[config.mk]
export PLATFORM = sky130hd
export DESIGN_NAME = pipe_stage_reg_flat
export DESIGN_NICKNAME = d
export VERILOG_FILES = /design/src/rtl/pipe_stage_reg_if.sv /design/src/rtl/pipe_stage_reg.sv /design/src/flat_wrapper.sv
export SDC_FILE = /design/constraint.sdc
export NUM_CORES = 1
export LEC_CHECK = 0
export CAP_MARGIN = 20
export CELL_PAD_IN_SITES_DETAIL_PLACEMENT = 1
export CELL_PAD_IN_SITES_GLOBAL_PLACEMENT = 2
export CORE_MARGIN = 8
export CORE_UTILIZATION = 37
export CTS_BUF_LIST = sky130_fd_sc_hd__clkbuf_16
export CTS_CLUSTER_DIAMETER = 120
export CTS_CLUSTER_SIZE = 16
export DETAILED_ROUTE_END_ITERATION = 8
export DONT_BUFFER_PORTS = 1
export PLACE_DENSITY = 0.8
export RECOVER_POWER = 50
export SETUP_SLACK_MARGIN = 0.02
export SYNTH_ARGS = -nofsm -noshare
export SYNTH_HDL_FRONTEND = slang
export SYNTH_SLANG_ARGS = --single-unit
[constraint.sdc]
create_clock -name clk -period 6.1 [get_ports clk]
set_input_delay 0.61 -clock clk [delete_from_list [all_inputs] [get_ports clk]]
set_output_delay 0.61 -clock clk [all_outputs]
set_load 0.03 [all_outputs]
[src/rtl/pipe_stage_reg_if.sv]
// Handshake bundle between two pipeline stages: upstream beat in, downstream beat out,
// plus flush and an occupancy readout. Signal names carry the direction seen by the stage.
interface pipe_stage_reg_if #(
    parameter int unsigned DATA_WIDTH = 64
);
    logic                  flush_i;
    logic                  up_valid_i;
    logic                  up_ready_o;
    logic [DATA_WIDTH-1:0] up_data_i;
    logic                  dn_valid_o;
    logic                  dn_ready_i;
    logic [DATA_WIDTH-1:0] dn_data_o;
    logic [1:0]            occupancy_o;

    // Environment side: drives beats in, consumes beats out.
    modport master (
        output flush_i,
        output up_valid_i,
        output up_data_i,
        output dn_ready_i,
        input  up_ready_o,
        input  dn_valid_o,
        input  dn_data_o,
        input  occupancy_o
    );

    // Stage side.
    modport slave (
        input  flush_i,
        input  up_valid_i,
        input  up_data_i,
        input  dn_ready_i,
        output up_ready_o,
        output dn_valid_o,
        output dn_data_o,
        output occupancy_o
    );
endinterface

[src/rtl/pipe_stage_reg.sv]
// Generic pipeline stage register with valid/ready handshake, flush and optional skid entry.
// SKID=1: main + skid entry, full throughput, up_ready_o comes straight from a flop.
// SKID=0: single entry, up_ready_o combinational from dn_ready_i.
module pipe_stage_reg #(
    parameter int unsigned   DATA_WIDTH = 64,
    parameter bit            SKID       = 1'b1,
    parameter logic [1023:0] RESET_DATA = '0
) (
    input logic             clk,
    input logic             rst,
    pipe_stage_reg_if.slave bus
);

    // Encoding keeps dn_valid a direct state bit.
    typedef enum logic [1:0] {
        StEmpty    = 2'b00,
        StFull     = 2'b01,
        StSkidFull = 2'b11
    } state_e;

    state_e                state_q, state_d;
    logic [DATA_WIDTH-1:0] main_q;
    logic [DATA_WIDTH-1:0] skid_q;
    logic                  load_main;
    logic                  load_skid;
    logic                  main_from_skid;
    logic                  up_ready_d;
    logic                  up_ready;
    logic                  dn_valid;
    logic [1:0]            occupancy;

    // State register; reset wins over everything else.
    always_ff @(posedge clk) begin
        if (rst) begin
            state_q <= StEmpty;
        end else begin
            state_q <= state_d;
        end
    end

    // Next state and entry-load strobes; flush empties the stage and drops the offered beat.
    always_comb begin
        state_d        = state_q;
        load_main      = 1'b0;
        load_skid      = 1'b0;
        main_from_skid = 1'b0;
        if (bus.flush_i) begin
            state_d = StEmpty;
        end else begin
            unique case (state_q)
                StEmpty: begin
                    if (bus.up_valid_i) begin
                        state_d   = StFull;
                        load_main = 1'b1;
                    end
                end
                StFull: begin
                    if (bus.up_valid_i && bus.dn_ready_i) begin
                        load_main = 1'b1;
                    end else if (bus.up_valid_i && SKID) begin
                        // Downstream stalled: park the new beat behind the main one.
                        state_d   = StSkidFull;
                        load_skid = 1'b1;
                    end else if (bus.dn_ready_i) begin
                        state_d = StEmpty;
                    end
                end
                StSkidFull: begin
                    if (bus.dn_ready_i) begin
                        state_d        = StFull;
                        main_from_skid = 1'b1;
                    end
                end
                default: begin
                    state_d = StEmpty;
                end
            endcase
        end
        up_ready_d = (state_d != StSkidFull);
    end

    // Main entry: only updated by accepted or promoted beats, so it holds across bubbles.
    always_ff @(posedge clk) begin
        if (rst) begin
            main_q <= RESET_DATA[DATA_WIDTH-1:0];
        end else if (load_main) begin
            main_q <= bus.up_data_i;
        end else if (main_from_skid) begin
            main_q <= skid_q;
        end
    end

    if (SKID) begin : g_skid
        // Skid data needs no reset; its validity is carried by the state.
        always_ff @(posedge clk) begin
            if (load_skid) begin
                skid_q <= bus.up_data_i;
            end
        end

        logic up_ready_q;

        // Registered ready so no combinational path crosses stages.
        always_ff @(posedge clk) begin
            if (rst) begin
                up_ready_q <= 1'b1;
            end else begin
                up_ready_q <= up_ready_d;
            end
        end

        assign up_ready = up_ready_q;
    end else begin : g_single
        assign skid_q   = '0;
        assign up_ready = ~dn_valid | bus.dn_ready_i;
    end

    // Outputs decoded from state.
    always_comb begin
        dn_valid  = state_q[0];
        occupancy = 2'd0;
        unique case (state_q)
            StFull:     occupancy = 2'd1;
            StSkidFull: occupancy = 2'd2;
            default:    occupancy = 2'd0;
        endcase
    end

    assign bus.up_ready_o  = up_ready;
    assign bus.dn_valid_o  = dn_valid;
    assign bus.dn_data_o   = main_q;
    assign bus.occupancy_o = occupancy;

endmodule

[src/flat_wrapper.sv]
// flat-port wrapper written by rule: the top's interface ports become plain ports
module pipe_stage_reg_flat 
#(
    parameter int unsigned   DATA_WIDTH = 64,
    parameter bit            SKID       = 1'b1,
    parameter logic [1023:0] RESET_DATA = '0
)
  (clk, rst, bus_flush_i, bus_up_valid_i, bus_up_data_i, bus_dn_ready_i, bus_up_ready_o, bus_dn_valid_o, bus_dn_data_o, bus_occupancy_o);
  pipe_stage_reg_if #(.DATA_WIDTH(DATA_WIDTH)) bus_i ();
  input logic clk;
  input logic rst;
  input wire logic [$bits(bus_i.flush_i)-1:0] bus_flush_i;
  input wire logic [$bits(bus_i.up_valid_i)-1:0] bus_up_valid_i;
  input wire logic [$bits(bus_i.up_data_i)-1:0] bus_up_data_i;
  input wire logic [$bits(bus_i.dn_ready_i)-1:0] bus_dn_ready_i;
  output wire logic [$bits(bus_i.up_ready_o)-1:0] bus_up_ready_o;
  output wire logic [$bits(bus_i.dn_valid_o)-1:0] bus_dn_valid_o;
  output wire logic [$bits(bus_i.dn_data_o)-1:0] bus_dn_data_o;
  output wire logic [$bits(bus_i.occupancy_o)-1:0] bus_occupancy_o;
  assign bus_i.flush_i = bus_flush_i;
  assign bus_i.up_valid_i = bus_up_valid_i;
  assign bus_i.up_data_i = bus_up_data_i;
  assign bus_i.dn_ready_i = bus_dn_ready_i;
  assign bus_up_ready_o = bus_i.up_ready_o;
  assign bus_dn_valid_o = bus_i.dn_valid_o;
  assign bus_dn_data_o = bus_i.dn_data_o;
  assign bus_occupancy_o = bus_i.occupancy_o;
  pipe_stage_reg #(.DATA_WIDTH(DATA_WIDTH), .SKID(SKID), .RESET_DATA(RESET_DATA)) u_core (.clk(clk), .rst(rst), .bus(bus_i));
endmodule
# After elaboration in Yosys (flattened, before gate mapping)
# Cells that the tools add are included.
[classes] n_mux=20 n_eq_ne=3 n_reduce_logical=3
[op_table] cell="64-bit 2-to-1 mux" n=2
[op_table] cell="2-bit 2-to-1 mux" n=6
[op_table] cell="1-bit 2-to-1 mux" n=9
[op_table] cell="2-bit case mux with 3 select lines" n=1
[op_table] cell="2-bit case mux with 2 select lines" n=1
[op_table] cell="2-bit by 1-bit equality test with 1-bit output, second input constant" n=1
[op_table] cell="2-bit equality test, second input constant" n=1
[op_table] cell="2-bit zero test" n=1
[op_table] cell="2-bit != test, second input constant" n=1
[op_table] cell="1-bit case mux with 2 select lines" n=1
[op_table] cell="2-bit nonzero test" n=1
[op_table] cell="1-bit logical AND" n=1
[totals] out_inout_bits=68 register_bits=131

# Longest topological paths before layout
[depth] depth_word=6 depth_mapped=5 mapped_depth_nobuf=4

# Worst setup path after synthesis
# Ideal clock, no wire load.
[synth_timing] path_type="input to register" startpoint="input bus_up_valid_i" endpoint="register u_core.skid_q[0] (enable)" path_buffers=2 cell_stages=4 arrival_ns=5.494 setup_ns=0.565 path_slack_ns=0.041 path_cell_list="nand2b_1 buf_2 buf_1 nor3_1"
[synth_between] elab_chain_cells=4
[synth_rtl] item="start: declaration" line_no="flat_wrapper.sv:13" rtl="input wire logic [$bits(bus_i.up_valid_i)-1:0] bus_up_valid_i;"
[synth_rtl] item="1-bit 2-to-1 mux / 1-bit logical AND (equally long branches)" line_no="pipe_stage_reg.sv:60, pipe_stage_reg.sv:58"
[synth_rtl] item="1-bit 2-to-1 mux *" line_no="pipe_stage_reg.sv:58" rtl="if (bus.up_valid_i && bus.dn_ready_i) begin"
[synth_rtl] item="1-bit 2-to-1 mux *" line_no="pipe_stage_reg.sv:50" rtl="unique case (state_q)"
[synth_rtl] item="1-bit 2-to-1 mux *" line_no="pipe_stage_reg.sv:47" rtl="if (bus.flush_i) begin"
[synth_rtl] item="via u_core.load_skid" line_no="pipe_stage_reg.sv:25" rtl="logic load_skid;"
[synth_rtl] item="end signal: assignment" line_no="pipe_stage_reg.sv:97" rtl="skid_q <= bus.up_data_i;"
[synth_rtl] item="end: declaration" line_no="pipe_stage_reg.sv:23" rtl="logic [DATA_WIDTH-1:0] skid_q;"
# The timed path passes the listed nets; every way through them passes the cells marked *.
# A chain may end at the register's enable or synchronous reset.

# Final worst setup path
[layout_timing] startpoint="register u_core.state_q[1]" endpoint="register u_core.skid_q[58] (enable)"
[layout_between] elab_chain_cells=3
[layout_rtl] item="start: declaration" line_no="pipe_stage_reg.sv:21" rtl="state_e state_q, state_d;"
[layout_rtl] item="start signal: assignment" line_no="pipe_stage_reg.sv:35" rtl="state_q <= StEmpty;"
[layout_rtl] item="start signal: assignment" line_no="pipe_stage_reg.sv:37" rtl="state_q <= state_d;"
[layout_rtl] item="2-bit by 1-bit equality test with 1-bit output" line_no="pipe_stage_reg.sv:50"
[layout_rtl] item="1-bit 2-to-1 mux" line_no="pipe_stage_reg.sv:50"
[layout_rtl] item="1-bit 2-to-1 mux" line_no="pipe_stage_reg.sv:47"
[layout_rtl] item="via u_core.load_skid" line_no="pipe_stage_reg.sv:25"
# The timed path passes the listed nets, and every way through them passes these cells.

==> impl_metrics.env <==
export IMPL_post_synthesis_compound_gate_area_fraction_pct=26.13
export IMPL_endpoint_kind="flop"
export IMPL_post_synth_and_or_nand_nor_area_fraction_pct=1.440
export IMPL_h_tree_depth=4
export IMPL_drive_above_1_share_pct=24.54
export IMPL_maximum_vdd_ir_drop_mv=0.2011
export IMPL_synth_async_reset_ratio_pct=0
export IMPL_status="finished, final reports clean"
export IMPL_chipHeight_um=133.7
export IMPL_tritonroute_pass_1_iters=4
export IMPL_route_detailed_drc=0
export IMPL_leak_pwr_uw=0.001868
export IMPL_critPathKind="flop to flop"
export IMPL_area_delta_synth_final_pct=12.57
export IMPL_adder_cell_fraction_of_synth_area_pct=0
export IMPL_ios=137
export IMPL_worstHoldPathType="primary input to flop"
export IMPL_totalWireLength_um=13080
export IMPL_synth_xor_area_share_pct=0
export IMPL_fin_worst_skew_ns=0.007250
export IMPL_synth_most_common_cell="dfxtp_1"
export IMPL_overall_overflow_remaining_after_global_route=0
export IMPL_synthesis_area_per_instance_um2=13.64
export IMPL_final_slew_violations=0
export IMPL_grt_pass1_vias=3445
export IMPL_cts_buffers_inserted=17
export IMPL_synthesis_warnings=0
export IMPL_final_period_utilization_pct=46.97
export IMPL_postSynth_topFlopCell="dfxtp_1"
export IMPL_critical_path_peak_fanout=67
export IMPL_setup_worst_path_start_class="flop"
export IMPL_grt_start_max_net_pins=68
export IMPL_dp_hpwl_um=8410
export IMPL_yosys_cell_types_count=25
export IMPL_antenna_cells_inserted=0
export IMPL_synthTopCellsByArea="edfxtp_1 (37%), dfxtp_1 (26%), a221oi_2 (17%), o22ai_1 (7.6%), inv_1 (4.8%)"
export IMPL_ff_latch_area_mm2=0.003263
export IMPL_dr_total_vias=3136
export IMPL_power_per_cell_area_mw_per_mm2=361.4
export IMPL_clockBufferDepth=2
export IMPL_fin_crit_ns=2.865
export IMPL_synthesis_area_mm2=0.005127
export IMPL_rsz0062_at_grt="no"
export IMPL_max_slew_margin_pct=43.46
export IMPL_ys_top_cells_by_count="dfxtp_1 (67), inv_1 (66), edfxtp_1 (64)"
export IMPL_grt_usage_pct=15.01
export IMPL_dieWidth_um=133.7
export IMPL_synth_top_family_by_area="compound AO/OA/AOI/OAI gates"
export IMPL_worst_endpoint_arrival_ns=2.90
export IMPL_drt_antenna_violating_nets=0
export IMPL_synth_cells=376
export IMPL_number_of_synthesized_register_bits=131
export IMPL_cts_tree="built"
export IMPL_numPortBuffers=0
export IMPL_hold_viol_final=0
export IMPL_rows=43
export IMPL_cts_resized=0
export IMPL_setup_viol=0
export IMPL_finish_net_count=436
export IMPL_worst_slew_pin_transition_ns=0.8435
export IMPL_nets_in_the_synthesized_netlist=445
export IMPL_dieArea_mm2=0.01788
export IMPL_synth_top_area_share_pct=37.48
export IMPL_cts_hold_repair_buffers=0
export IMPL_yosys_mux_area_fraction_pct=0.3904
export IMPL_floorplan_initialDensity_pct=37.37
export IMPL_critical_path_required_ns=6.13
export IMPL_clock_latency_on_the_worst_skew_pair_ns=0.41
export IMPL_finalPower_uw=2086
export IMPL_grt_first_pass_wirelength_um=20670
export IMPL_clk_root_buffer_cell="clkbuf_16"
export IMPL_setup_tns_ns=0
export IMPL_drt_initial_drc_count=160
export IMPL_postCtsSetupBuffers=0
export IMPL_post_drt_wl_per_cell_um=23.40
export IMPL_cap_viol_max_count=0
export IMPL_layout_filler_cells=1418
export IMPL_synth_yosys_seq_area_share_pct=63.64
export IMPL_multi_input_logic_area_mm2=0.001455
export IMPL_antenna_found_initial=0
export IMPL_area_of_the_core_mm2=0.01372
export IMPL_numClockSinks=131
export IMPL_avgViaCountPerCell=5.610
export IMPL_final_util_pct=42.07
export IMPL_yosysTopAreaCell="edfxtp_1"
export IMPL_path_clk_slew_ns=0.05
export IMPL_synth_edff_count=64
export IMPL_maxClockFrequency_ghz=0.3490
export IMPL_routabilityCongestion=0.6873
[kinds of logic after synthesis]
logic type / Yosys count
flip-flops: 131
AND/OR/NAND/NOR: 13
buffers and inverters: 100
AO/OA/AOI/OAI: 130
multiplexers: 2
[power breakdown]
part           switching, µW  total, µW  leakage (µW)  internal (µW)
Combinational           67.3        114      0.000454           46.8
Clock                    349        931      0.000285            583
Sequential              84.0       1040       0.00113            957
Total                    500       2090       0.00187           1590
[critical path: stages (launching register included)]
cell	delay (ns)
dfxtp_1	0.37
nand2b_2	0.20
buf_4	0.35
nor3_2	0.78
buf_4	0.71
[stage by stage]
step                instances  hold slack (ns)  cell area, µm²  setup WS (ns)
finish                    559           0.2671            5772          3.235
detailed placement        528           0.5556            5236          3.161
CTS                       559           0.2511            5772          3.241
floorplan                 376           0.5057            5127        0.04107
global placement          528           0.5732            5236          3.258
global route              559           0.2413            5772          3.040
[registers in the layout, indices dropped and copies added, names as in the netlist]
signal	cells
u_core.bus.up_ready_o	1
u_core.state_q	2
u_core.bus.dn_data_o	64
u_core.skid_q	64
[path summary, 6_finish.rpt]
check                         start                  endpoint  slack, ns  cells after the start
setup reg to reg  u_core.state_q[1]         u_core.skid_q[58]       3.24                      4
hold / removal                  rst  u_core.bus.dn_data_o[59]       0.27                      1
hold reg to reg   u_core.skid_q[61]  u_core.bus.dn_data_o[61]       0.57                      2
setup / recovery  u_core.state_q[1]         u_core.skid_q[58]       3.24                      4
[area by class of cell]
cell class / instances / share of cell area, %
Clock inverter: 14 / 1.908
Inverter: 66 / 4.292
Multi-Input combinational cell: 145 / 25.21
Timing Repair Buffer: 6 / 0.7804
Clock buffer: 17 / 7.370
Tap cell: 180 / 3.902
Sequential cell: 131 / 56.54
[cell usage in the layout (no fill, tap or decap), types with 2 or more instances in the layout]
master | netlist | final
inv_1 | 66 | 71
dfxtp_1 | 67 | 67
edfxtp_1 | 64 | 64
o22ai_1 | 62 | 62
a221oi_2 | 59 | 59
clkbuf_16 | 0 | 17
buf_4 | 1 | 6
clkinv_2 | 0 | 4
nor2b_1 | 3 | 3
a221oi_1 | 3 | 3
clkinv_1 | 0 | 3
mux2i_1 | 2 | 2
o41ai_1 | 2 | 2
a21oi_1 | 2 | 2
bufinv_16 | 0 | 2
[metal layers]
metal | global-route usage, % | part of all wire [%] | vias to the layer above
met5 | 0 | 0 | -
met4 | 4.554 | 1.5 | 0
met3 | 10.54 | 14 | 18
met2 | 22.65 | 46 | 119
met1 | 16.50 | 39 | 1546
li1 | - | - | 1453
(Power assumes the default switching activity.)
